## config.mk

```make
export PLATFORM = sky130hd
export DESIGN_NAME = imm_truncate
export DESIGN_NICKNAME = d
export VERILOG_FILES = /design/src/rtl/imm_truncate.sv
export SDC_FILE = /design/constraint.sdc
export NUM_CORES = 1
export LEC_CHECK = 0
export ABC_AREA = 1
export ABC_CLOCK_PERIOD_IN_PS = 5500
export CORE_MARGIN = 3
export CORE_UTILIZATION = 42
export DETAILED_ROUTE_END_ITERATION = 10
export PLACE_DENSITY = 0.72
export SLEW_MARGIN = 25
export SYNTH_ARGS = -nofsm -noshare
export SYNTH_HDL_FRONTEND = slang
export SYNTH_SLANG_ARGS = --single-unit
```

## constraint.sdc

```tcl
create_clock -name clk -period 5.5 [get_ports clk]
set_clock_uncertainty 0.15 [all_clocks]
set_input_delay 0.55 -clock clk [delete_from_list [all_inputs] [get_ports clk]]
set_output_delay 0.55 -clock clk [all_outputs]
set_load 0.03 [all_outputs]
```

## src/rtl/imm_truncate.sv

```systemverilog
// imm_truncate: narrows signed 16-bit words to 14-bit immediates behind a
// 2-entry elastic buffer. Every word is range-checked and converted when it
// is accepted, and overflow statistics are kept alongside the buffer.
module imm_truncate #(
  parameter bit SATURATE = 1'b1
) (
  input  logic        clk,
  input  logic        rst_n,
  input  logic        in_valid,
  output logic        in_ready,
  input  logic [15:0] in_data,
  output logic        out_valid,
  input  logic        out_ready,
  output logic [13:0] out_imm,
  output logic        out_ovf,
  input  logic        clr_stat,
  output logic        ovf_sticky,
  output logic [7:0]  ovf_count
);

  typedef enum logic [1:0] {EMPTY, ONE, TWO} state_t;

  state_t             state;
  state_t             state_nxt;
  logic               accept;
  logic               deliver;
  logic signed [13:0] conv_imm;
  logic               conv_ovf;
  logic signed [13:0] tail_imm;
  logic               tail_ovf;

  // A value fits in 14 signed bits when the top three bits agree.
  function automatic logic fits14(input logic signed [15:0] d);
    return (d[15] == d[14]) && (d[14] == d[13]);
  endfunction

  // Narrow to 14 bits: in-range values pass through, out-of-range values
  // either clamp to the signed limits or wrap by dropping the top bits.
  function automatic logic signed [13:0] narrow14(input logic signed [15:0] d);
    logic signed [13:0] r;
    if (fits14(d)) begin
      r = d[13:0];
    end else if (SATURATE) begin
      r = d[15] ? 14'sh2000 : 14'sh1FFF;
    end else begin
      r = d[13:0];
    end
    return r;
  endfunction

  assign accept   = in_valid && in_ready;
  assign deliver  = out_valid && out_ready;
  assign conv_imm = narrow14(in_data);
  assign conv_ovf = !fits14(in_data);

  // Buffer occupancy transitions from the accept/deliver handshakes.
  always_comb begin
    state_nxt = state;
    case (state)
      EMPTY:   if (accept) state_nxt = ONE;
      ONE: begin
        if (accept && !deliver)      state_nxt = TWO;
        else if (deliver && !accept) state_nxt = EMPTY;
      end
      TWO:     if (deliver) state_nxt = ONE;
      default: state_nxt = EMPTY;
    endcase
  end

  // Occupancy and handshake flags are registered from the next state, so
  // out_ready never reaches in_ready combinationally.
  always_ff @(posedge clk or negedge rst_n) begin
    if (!rst_n) begin
      state     <= EMPTY;
      in_ready  <= 1'b0;
      out_valid <= 1'b0;
    end else begin
      state     <= state_nxt;
      in_ready  <= (state_nxt != TWO);
      out_valid <= (state_nxt != EMPTY);
    end
  end

  // Head entry drives the outputs directly; it loads a fresh word when the
  // buffer is (or is becoming) empty, or shifts up from the tail.
  always_ff @(posedge clk or negedge rst_n) begin
    if (!rst_n) begin
      out_imm <= 14'h0000;
      out_ovf <= 1'b0;
    end else if (accept && ((state == EMPTY) || ((state == ONE) && deliver))) begin
      out_imm <= conv_imm;
      out_ovf <= conv_ovf;
    end else if ((state == TWO) && deliver) begin
      out_imm <= tail_imm;
      out_ovf <= tail_ovf;
    end
  end

  // Tail entry only ever holds the second word while the head is stalled.
  always_ff @(posedge clk) begin
    if (accept && (state == ONE) && !deliver) begin
      tail_imm <= conv_imm;
      tail_ovf <= conv_ovf;
    end
  end

  // Overflow statistics; a clear coinciding with an overflow counts that
  // overflow as the first one after the clear.
  always_ff @(posedge clk or negedge rst_n) begin
    if (!rst_n) begin
      ovf_sticky <= 1'b0;
      ovf_count  <= 8'h00;
    end else if (clr_stat) begin
      ovf_sticky <= accept && conv_ovf;
      ovf_count  <= (accept && conv_ovf) ? 8'h01 : 8'h00;
    end else if (accept && conv_ovf) begin
      ovf_sticky <= 1'b1;
      if (ovf_count != 8'hFF) ovf_count <= ovf_count + 8'h01;
    end
  end

endmodule

```

### Word level (Yosys, flattened, before mapping)

Index checks and enable logic that the tools add are counted.

* bits in registers: 43
* bits of input ports: 21
* output and inout port bits: 26
* logic and storage cells: 54

* $add $sub $neg: 1
* equality and inequality tests: 6
* mux-type cells: 17
* reduce and logical (&&, ||, !) cells: 21

Operator list (count)
* $mux W14: 4
* $mux W8: 3
* $logic_and A1 B1 Y1: 11
* $add A8 B1 Y8 const B: 1
* $mux W2: 4
* $ne A8 B8 Y1 const B: 1
* $reduce_bool A2 Y1: 4
* $pmux W2 S3: 1
* $mux W1: 5
* $logic_not A1 Y1: 3
* $eq A1 B1 Y1: 2
* $eq A2 B1 Y1 const B: 1
* $eq A2 B2 Y1 const B: 1
* $logic_not A2 Y1: 1
* $ne A2 B2 Y1 const B: 1
* $reduce_and A2 Y1: 1
* $logic_or A1 B1 Y1: 1

### Logic depth before layout (Yosys ltp)

* depth in word-level cells: 7
* gate-level depth with buffers: 8
* mapped depth without buffers: 8

### Worst setup path before layout

No wires, ideal clock.

* path type: reg2reg
* start: register in_ready
* end: register tail_imm[0] (enable)
* arrival: 1.938 ns
* data required time: 4.944 ns
* path slack: 3.006 ns
* cell stages (with the launch flop): 5
* period minus slack after synthesis: 2.494 ns
* cell sequence: dfrtp_1 -> nand2_2 -> nor2_4 -> inv_1 -> nor3_1

* word-level cells in the longest chain between the ends: 3

RTL lines
* start: declaration: RTL line 10 `output logic in_ready,`
* start signal: assignment: RTL line 79 `in_ready <= (state_nxt != TWO);`
* $logic_and A1 B1 Y1: RTL line 51 `assign accept = in_valid && in_ready;`
* $logic_and A1 B1 Y1 (2 in series): RTL line 101 `if (accept && (state == ONE) && !deliver) begin`
* end signal: assignment: RTL line 102 `tail_imm <= conv_imm;`
* end: declaration: RTL line 29 `logic signed [13:0] tail_imm;`

No other way between the ends.
A chain may end at the register's enable or synchronous reset.

### Worst setup path in the final report

* start: input in_valid
* end: register out_imm[12]

* word-level cells in the longest chain between the ends: 3
* elaborated cells between the ends (all ways): 4
* classes of those cells: 1 x mux; 3 x reduce/logical

RTL lines
* start: declaration: RTL line 9 `input logic in_valid,`
* $logic_and A1 B1 Y1 *: RTL line 51
* $logic_and A1 B1 Y1 *: RTL line 90 `end else if (accept && ((state == EMPTY) || ((state == ONE) && deliver))) begin`
* $mux W14 or $reduce_bool A2 Y1 (tied branches)
* end signal: assignment: RTL line 91 `out_imm <= conv_imm;`
* end signal: assignment: RTL line 94 `out_imm <= tail_imm;`
* end: declaration: RTL line 14 `output logic [13:0] out_imm,`

Mark *: on every way between the ends. The rest lies on a longest branch, timed or not.

==> reports/qor.yml <==
status: "completed"
first_global_vias: 1569
synth_commonest_cells: "47 x nand2_1, 35 x nor2_1, 28 x dfrtp_1, 28 x inv_1, 21 x o21ai_1"
r2r_setup_slack_ps: 3450
clock_latency_ps: 290
rows: 24
rsz0062_at_grt: "false"
holdWs_ps: 338
yosysTopAreaCellShare_pct: 34.0
netlist_instances: 236
cap_violations: 0
reg2reg_depth: 7
overflow: 0
synth_top_family_by_area: "simple AND/OR/NAND/NOR gates"
path_max_fanout: 21
syn-num-nets: 258
ys_top_cells_by_area: "dfrtp_1 34%, edfxtp_1 22%, nand2_1 8.6%"
yosysTopAreaCell: "dfrtp_1"
arrival_ps: 2410
leakagePower_uw: 0.00116
cts_max_path_buffers: 2
syn_avg_cell_area_um2: 8.74
clk_pin_slew_ps: 90
reg2reg_from: "out_valid$_DFF_PN0_"
synth_edf_count: 15
post-route-period-util_pct: 43.1
die_x_um: 76.1
fin_nets: 304
die_area_um2: 5790
synth_xor_area_share_pct: 1.27
synthFlopType: "dfrtp_1"
hold_buffers: 0
fmax_mhz: 421
min_path_type: "flip-flop to flip-flop"
fin_crit_ps: 2370
cts_max_level: 2
yosys.area_share.simple_pct: 23.7
antenna_found_initial: 0
core-area_um2: 4530
fill_cells: 421
maxSlewHeadroom_pct: 48.0
cts_tree: "done"
dp_hpwl_mm: 3.03
drtIter0Drc: 144
postCtsSetupBuffers: 0
synth_compound_area_share_pct: 11.3
synth_mux_area_share_pct: 0
area_growth_pct: 29.2
worst_pin_slew_ps: 774
grt_pass1_wl_mm: 7.29
min-delay-start: "ovf_sticky$_DFFE_PN0P_"
path_class: "primary input to flip-flop"
wl_mm: 4.29
grt_max_degree: 29
die_h_um: 76.1
vias_per_cell: 4.82
drive_gt1_share_pct: 6.71
finalHoldViolations: 0
peakVddDrop_mv: 0.269
endpoint_kind: "flip-flop"
io_pins: 47
synth_fa_ha_area_share_pct: 0.607
hold_depth: 2
cts_buffers: 5
drt-wirelength-per-cell_um: 12.3
synthDistinctLibCells: 25
cts_resized: 0
clockRootBuffer: "clkbuf_8"
track_usage_pct: 15.3
yosysMostFrequentCell: "nand2_1"
synth_area_um2: 2060
start_util_pct: 45.5
p_per_area_nw_per_um2: 479
globalplace.congestion: 0.830
ys_warn_count: 0
drc_errors: 0
synthArstFlopShare_pct: 65.1
setup_tns_ps: 0
ant_nets: 0
yosysSeqAreaShare_pct: 55.8
final-setup-viol-count: 0
whs_endpoint: "ovf_sticky$_DFFE_PN0P_"
rr_endpoint: "out_imm[12]$_DFFE_PN0P_"
yosys_register_bits: 43
cp-start-kind: "primary input"
maxSlewViolCount: 0
diodes: 0
num_vias: 1677
cp.required_ps: 5530
clock-sinks: 43
drt_pass1_iterations: 4
numPortBuffers: 46
[metal layers]
layer  part of all wire (%)  GRT usage [%]  vias up
met3                    4.1           3.31        4
met1                     50           21.3      778
met5                      0              0        -
met2                     45           24.3       37
met4                   0.75           4.35        0
li1                       -              -      858
[final cells by class]
type / count / area (um^2) / share of cell area [%]
clock buffers: 6 / 72.6 / 2.72
clock inverters: 2 / 13.8 / 0.517
inverters: 28 / 105 / 3.95
multi-input cells: 157 / 772 / 29.0
flip-flops and latches: 43 / 1150 / 43.2
well taps: 65 / 81.3 / 3.05
repair buffers: 47 / 468 / 17.6
[flip-flops by register name, indices dropped and copies added (netlist names)]
signal      count
out_imm        14
tail_imm       14
ovf_count       8
state           2
in_ready        1
out_ovf         1
out_valid       1
ovf_sticky      1
tail_ovf        1
[worst max-delay path, cell delays in order]
cell,delay (ps)
clkdlybuf4s50_1,470
nand2_2,90
nor2_4,180
nand2_2,240
nand2_2,360
inv_1,310
nand2_1,130
o21ai_1,70
[worst max-delay path by stage]
stage	startpoint	to	slack, ps	depth (start not counted)
after global placement	in_valid	tail_imm[4]$_DFFE_PP_	2780	5
after global routing	in_valid	out_imm[12]$_DFFE_PN0P_	2970	8
after detailed placement	in_valid	tail_imm[9]$_DFFE_PP_	2710	5
final	in_valid	out_imm[12]$_DFFE_PN0P_	3130	8
after CTS	in_valid	tail_imm[10]$_DFFE_PP_	3020	5
after floorplan	in_ready$_DFF_PN0_	tail_imm[0]$_DFFE_PP_	3010	4
[power by group]
part	total [uW]	internal, uW	switching (uW)	leakage (uW)
Sequential	490	435	55.1	0.000483
Combinational	590	216	374	0.000629
Clock	196	89.6	106	0.0000452
[layout by cell type, fill, tap and decap left out, types with 5 or more instances in the layout]
master           netlist  routed
nor2_1                35      35
clkdlybuf4s50_1        0      46
nand2_1               47      47
clkbuf_8               0       5
inv_1                 28      28
dfrtp_1               28      28
o21ai_0               20      20
o21ai_1               21      21
edfxtp_1              15      15
nand3_1               11      11
[stage by stage]
| step | total power, uW | cell area (um^2) | setup WS (ps) | utilization [%] | instances |
|---|---|---|---|---|---|
| 3_5_place_dp | 1080 | 2570 | 2710 | 56.7 | 340 |
| 6_report | 1280 | 2660 | 3130 | 58.7 | 348 |
| 5_1_grt | 1360 | 2660 | 2970 | 58.7 | 348 |
| 2_1_floorplan | 866 | 2060 | 3010 | - | 236 |
| 3_3_place_gp | 1070 | 2570 | 2780 | 56.7 | 340 |
| 4_1_cts | 1280 | 2660 | 3020 | 58.6 | 348 |
[cells by family (layout without fill, tap and decap cells)]
logic type,count (synthesis),after routing
adder cells (fa/ha/maj),1,1
flip-flops,43,43
AND/OR/NAND/NOR,108,108
buffers and inverters,36,83
XOR/XNOR,3,3
AO/OA/AOI/OAI,45,45
No activity file was read; power rests on OpenSTA's default activity.
